`config.mk`:
```
export PLATFORM = sky130hd
export DESIGN_NAME = log_stream_arbiter
export DESIGN_NICKNAME = d
export VERILOG_FILES = /design/src/rtl/log_stream_arbiter.sv
export SDC_FILE = /design/constraint.sdc
export NUM_CORES = 1
export LEC_CHECK = 0
export ABC_AREA = 1
export CORE_ASPECT_RATIO = 1.2
export CORE_MARGIN = 2
export CORE_UTILIZATION = 30
export CTS_CLUSTER_DIAMETER = 150
export DETAILED_ROUTE_END_ITERATION = 12
export PLACE_DENSITY = 0.86
export SYNTH_ARGS = -nofsm -noshare
export SYNTH_HDL_FRONTEND = slang
export SYNTH_SLANG_ARGS = --single-unit
```
`constraint.sdc`:
```
create_clock -name sysClk -period 2.2 [get_ports sysClk]
set_input_delay 0.33 -clock sysClk [delete_from_list [all_inputs] [get_ports sysClk]]
set_output_delay 0.33 -clock sysClk [all_outputs]
set_load 0.01 [all_outputs]
```
`src/rtl/log_stream_arbiter.sv`:
```
// rtl/log_stream_arbiter.sv - packet-level round-robin arbiter merging log sources onto one DMA stream
// Optional stall abort, flush and abort counter: define LOG_ARB_STALL_ABORT_EN.
module log_stream_arbiter #(
    parameter int    AXI_WIDTH   = 32,
    parameter int    PORT_COUNT  = 4,
    parameter int    STALL_LIMIT = 1000,
    parameter string DEBUG       = "false"
) (
    input  logic                            sysClk,
    input  logic                            sysReset,
    input  logic                            sysLogEnable,
    input  logic [PORT_COUNT*AXI_WIDTH-1:0] sTDATA,
    input  logic [PORT_COUNT-1:0]           sTVALID,
    input  logic [PORT_COUNT-1:0]           sTLAST,
    output logic [PORT_COUNT-1:0]           sTREADY,
    output logic [AXI_WIDTH-1:0]            mTDATA,
    output logic                            mTVALID,
    output logic                            mTLAST,
    output logic [$clog2(PORT_COUNT)-1:0]   mTUSER,
    input  logic                            mTREADY,
    output logic                            sysBusy,
    output logic [15:0]                     sysAbortCount
);

    localparam int UW = $clog2(PORT_COUNT);

    typedef enum logic [1:0] {
        S_IDLE  = 2'd0,
        S_GRANT = 2'd1,
        S_ABORT = 2'd2
    } state_t;

    (* mark_debug = DEBUG *) state_t          r_state;
    (* mark_debug = DEBUG *) logic [UW-1:0]   r_grant;
    logic [UW-1:0]         r_last_grant;
    state_t                w_next;
    logic [UW-1:0]         w_sel;
    logic                  w_found;
    logic                  w_xfer;
    logic [PORT_COUNT-1:0] w_flush;
    logic [PORT_COUNT-1:0] w_eligible;
    logic                  w_unused_cfg;

    // Configuration values that only matter in some builds or to debug tooling.
    assign w_unused_cfg = (STALL_LIMIT > 0) ^ (DEBUG == "true");

`ifdef LOG_ARB_STALL_ABORT_EN
    localparam int SW = $clog2(STALL_LIMIT + 1);

    logic [PORT_COUNT-1:0] r_flush;
    logic [SW-1:0]         r_stall;
    logic [15:0]           r_abort_count;
    logic [PORT_COUNT-1:0] w_flush_set;
    logic [PORT_COUNT-1:0] w_flush_clr;

    assign w_flush       = r_flush;
    assign sysAbortCount = r_abort_count;
    // The aborted port keeps draining until its own TLAST beat, so the rest of that packet never reaches the DMA.
    assign w_flush_clr   = r_flush & sTVALID & sTLAST;
    assign w_flush_set   = (r_state == S_ABORT && mTREADY) ? (PORT_COUNT'(1) << r_grant) : '0;
`else
    assign w_flush       = '0;
    assign sysAbortCount = '0;
`endif

    assign w_eligible = sTVALID & ~w_flush;
    assign sysBusy    = (r_state != S_IDLE);

    // Round-robin pick: first eligible requester after the last granted port, wrapping.
    always_comb begin
        w_found = 1'b0;
        w_sel   = r_last_grant;
        for (int k = 1; k <= PORT_COUNT; k++) begin
            if (!w_found && w_eligible[(int'(r_last_grant) + k) % PORT_COUNT]) begin
                w_found = 1'b1;
                w_sel   = UW'((int'(r_last_grant) + k) % PORT_COUNT);
            end
        end
    end

    // Next state and stream muxing; GRANT is a zero-latency passthrough of the granted port.
    always_comb begin
        w_next  = r_state;
        sTREADY = w_flush;
        mTVALID = 1'b0;
        mTLAST  = 1'b0;
        mTUSER  = '0;
        mTDATA  = '0;
        w_xfer  = 1'b0;
        case (r_state)
            S_IDLE: begin
                if (sysLogEnable && w_found)
                    w_next = S_GRANT;
            end
            S_GRANT: begin
                mTDATA           = sTDATA[r_grant*AXI_WIDTH +: AXI_WIDTH];
                mTVALID          = sTVALID[r_grant];
                mTLAST           = sTLAST[r_grant];
                mTUSER           = r_grant;
                sTREADY[r_grant] = mTREADY;
                w_xfer           = sTVALID[r_grant] && mTREADY;
                if (w_xfer && sTLAST[r_grant])
                    w_next = S_IDLE;
`ifdef LOG_ARB_STALL_ABORT_EN
                // Abort on the edge where the idle count reaches the limit, so no late beat can slip through.
                else if (!sTVALID[r_grant] && r_stall == SW'(STALL_LIMIT - 1))
                    w_next = S_ABORT;
`endif
            end
            S_ABORT: begin
                mTDATA  = '1;
                mTLAST  = 1'b1;
                mTVALID = 1'b1;
                mTUSER  = r_grant;
                if (mTREADY)
                    w_next = S_IDLE;
            end
            default: w_next = S_IDLE;
        endcase
    end

    // State, grant and round-robin pointer registers.
    always_ff @(posedge sysClk) begin
        if (sysReset) begin
            r_state      <= S_IDLE;
            r_grant      <= '0;
            r_last_grant <= UW'(PORT_COUNT - 1);
        end else begin
            r_state <= w_next;
            if (r_state == S_IDLE && w_next == S_GRANT) begin
                r_grant      <= w_sel;
                r_last_grant <= w_sel;
            end
        end
    end

`ifdef LOG_ARB_STALL_ABORT_EN
    // Stall counter, flush flags and saturating abort counter.
    always_ff @(posedge sysClk) begin
        if (sysReset) begin
            r_stall       <= '0;
            r_flush       <= '0;
            r_abort_count <= '0;
        end else begin
            if (r_state != S_GRANT || w_xfer)
                r_stall <= '0;
            else if (!sTVALID[r_grant])
                r_stall <= r_stall + 1'b1;
            r_flush <= (r_flush & ~w_flush_clr) | w_flush_set;
            if (r_state == S_ABORT && mTREADY && r_abort_count != 16'hFFFF)
                r_abort_count <= r_abort_count + 16'd1;
        end
    end
`endif

endmodule
```
==> metrics, run 1 <==
status complete, but fails checks; failing checks negative setup slack; internal power 1.41 mW; Synth async-reset ratio 0; final worst slack -0.0610 ns; Initial Utilization 0.313; Pwr Density 769 mW/mm^2; Tmin final 2.26 ns; Layout area overhead 108%; CTS buffer count 3; antenna violations before repair 0; Die Y 91.0 um; Critical Path Start r_state[0]; RSZ-0062 raised after global routing yes; Core Util, Final 0.651; grt total ovfl 0; first-pass GRT wire length 14500 um; pre-CTS setup slack 0.0256 ns; Yosys cell types 33; via-per-instance ratio 5.14; total wire length 9500 um; commonest non-fill, non-tap cell in the layout clkdlybuf4s50_1; achievable frequency 0.442 GHz; WP data arrival 1.93 ns; gr usage total 0.252; EDFF count, synth 0; DRC errors left 0; # clock sinks 6; Top Ports 197; input/output buffers 180; Wirelength per Cell 16.1 um; Clock Skew 0.00216 ns; Maximum Capacitance Violations 0; Pre-antenna DRT Iters 4; gpl congestion 0.963; most frequent cells in the layout clkdlybuf4s50_1 (150), nand2_1 (98), nand3_1 (46), a21oi_1 (34), a41oi_1 (26); core area 0.00605 sq mm; largest cells by area after synthesis nand2_1 (19%), a41oi_1 (15%), nand3_1 (12%); Synth Area per Inst 5.72 sq um; Peak VDD IR 747 uV; width of the die 76.5 um; worst hold margin 0.569 ns; Reg2Reg Launch Point r_state[1]; Yosys Warn Count 0; Syn Std Cell Area 0.00189 sq mm; number of global-route vias before repair 2836; antenna-violating nets left 0; die area 0.00696 sq mm; # hold bufs at CTS 0; Final nets 656; maximum number of pins on one net before global-route repair 31; Final Hold Fails 0; # diodes 0; Initial DRC Count 127; worst-path fanout max 11; H-tree depth 1; CTS Buffer Depth 2; CTS tree built; DPL Wire Length 7370 um; synthesized instance count 331; Tightest Hold Check Type flip-flop to flip-flop; Final setup viols 7; layout cell share with drive strength beyond 1 0.157; flops & latches, synth 6; Critical Path RT 1.87 ns; Startpoint Class flip-flop; clock-pin slew on the worst setup and hold paths 0.04 ns; Synth top area share 0.194; Via Count 3045; Sw Ratio 0.535; part of the power in registers 0.085; sequential fraction of the synthesis area 0.0635; crit path kind flip-flop to output port; setup tns final -0.339 ns; Final period util 1.03; Worst Hold Launch r_last_grant[1]; Synth Flop Type dfxtp_1; Net Switching 1.62 mW; Leak Pwr 1.71 nW; CTS root buf clkbuf_8; Crit. End Element output port; Rows 31; Slew Limit Fails 0; Clk Latency, worst-skew pair 0.22 ns; clock network fraction of design power 0.054; Comb pwr share 0.860; Yosys top cell by area nand2_1
[power by group through the flow]
stage	Sequential, mW	Clock [mW]	Combinational, mW
2_1_floorplan	0.180	0	1.69
3_3_place_gp	0.254	0	2.48
3_5_place_dp	0.252	0	2.54
4_1_cts	0.257	0.162	2.57
5_1_grt	0.270	0.169	2.82
6_report	0.258	0.165	2.61
[cells by family after synthesis]
group                      Yosys count  synth area share
AOI/OAI and AO/OA                   78             0.284
DFF                                  6            0.0635
xor gates and xnor gates             1           0.00463
other                                1           0.00198
buffers and inverters               65             0.181
adders and majority gates            4            0.0265
and+or+nand+nor                    176             0.438
[worst max-delay path, cell delays in order (launching register included)]
cell and delay [ns]:
dfxtp_1 0.36, inv_2 0.09, ha_4 0.30, o21ai_4 0.07, buf_12 0.14, a41oi_1 0.17, clkdlybuf4s50_1 0.57
[registers in the layout, indices dropped and copies added, names as in the netlist]
register / count
r_state: 2
r_last_grant: 2
r_grant: 2
[per-stage QoR]
stage | instance area (sq um) | std cells | total power [mW]
after floorplan | 1950 | 346 | 1.87
after global placement | 3820 | 587 | 2.74
after detailed placement | 3820 | 587 | 2.79
after CTS | 3900 | 592 | 2.99
after global routing | 3940 | 592 | 3.26
final | 3940 | 592 | 3.03
[final cells by class]
type	count	area [sq um]
fillers	523	2110
inverters	23	91.3
repair buffers	203	2000
flip-flops and latches	6	126
clock buffers	3	41.3
well taps	82	103
multi-input cells	275	1570
[synthesized netlist by cell type (2+ instances only)]
library cell / count
inv_4: 2
a41oi_1: 32
buf_2: 8
a21oi_1: 34
dfxtp_1: 6
nor2_1: 7
nand3_1: 46
nand3_2: 3
o21ai_0: 2
nand2_1: 98
buf_6: 3
nor3_1: 4
nand2_4: 3
buf_4: 16
nand2_2: 10
inv_2: 2
clkbuf_1: 14
inv_1: 19
ha_1: 4
o21bai_1: 3
a21oi_2: 3
[routing by layer]
| layer | track usage | wire length [um] |
|---|---|---|
| met5 | 0 | 0 |
| met4 | 0.0545 | 159 |
| met3 | 0.0527 | 805 |
| met2 | 0.468 | 4870 |
| met1 | 0.295 | 3670 |
[final timing paths]
kind                                   endpoint  slack, ns  cells past startpoint
worst max register to register  r_last_grant[0]       0.31                     11
worst min register to register  r_last_grant[1]       0.57                      2
worst max-delay path                 mTDATA[12]      -0.06                      6
worst min-delay path            r_last_grant[1]       0.57                      2
[what timing repair did]
item / 4_1_cts / 5_1_grt
pin swaps: 1 / 0
buffers inserted: 1 / 0
gates resized for setup: 30 / 50
endpoints found under the setup margin: 34 / 26
cloned: 1 / 0
Note: power is estimated with default switching activity, not from simulation.
==> inputs of run 2 (changes only) <==
- CAP_MARGIN: unset -> 40
==> results of run 2 <==
Final layout, timing and power as in run 1 (identical DEF).
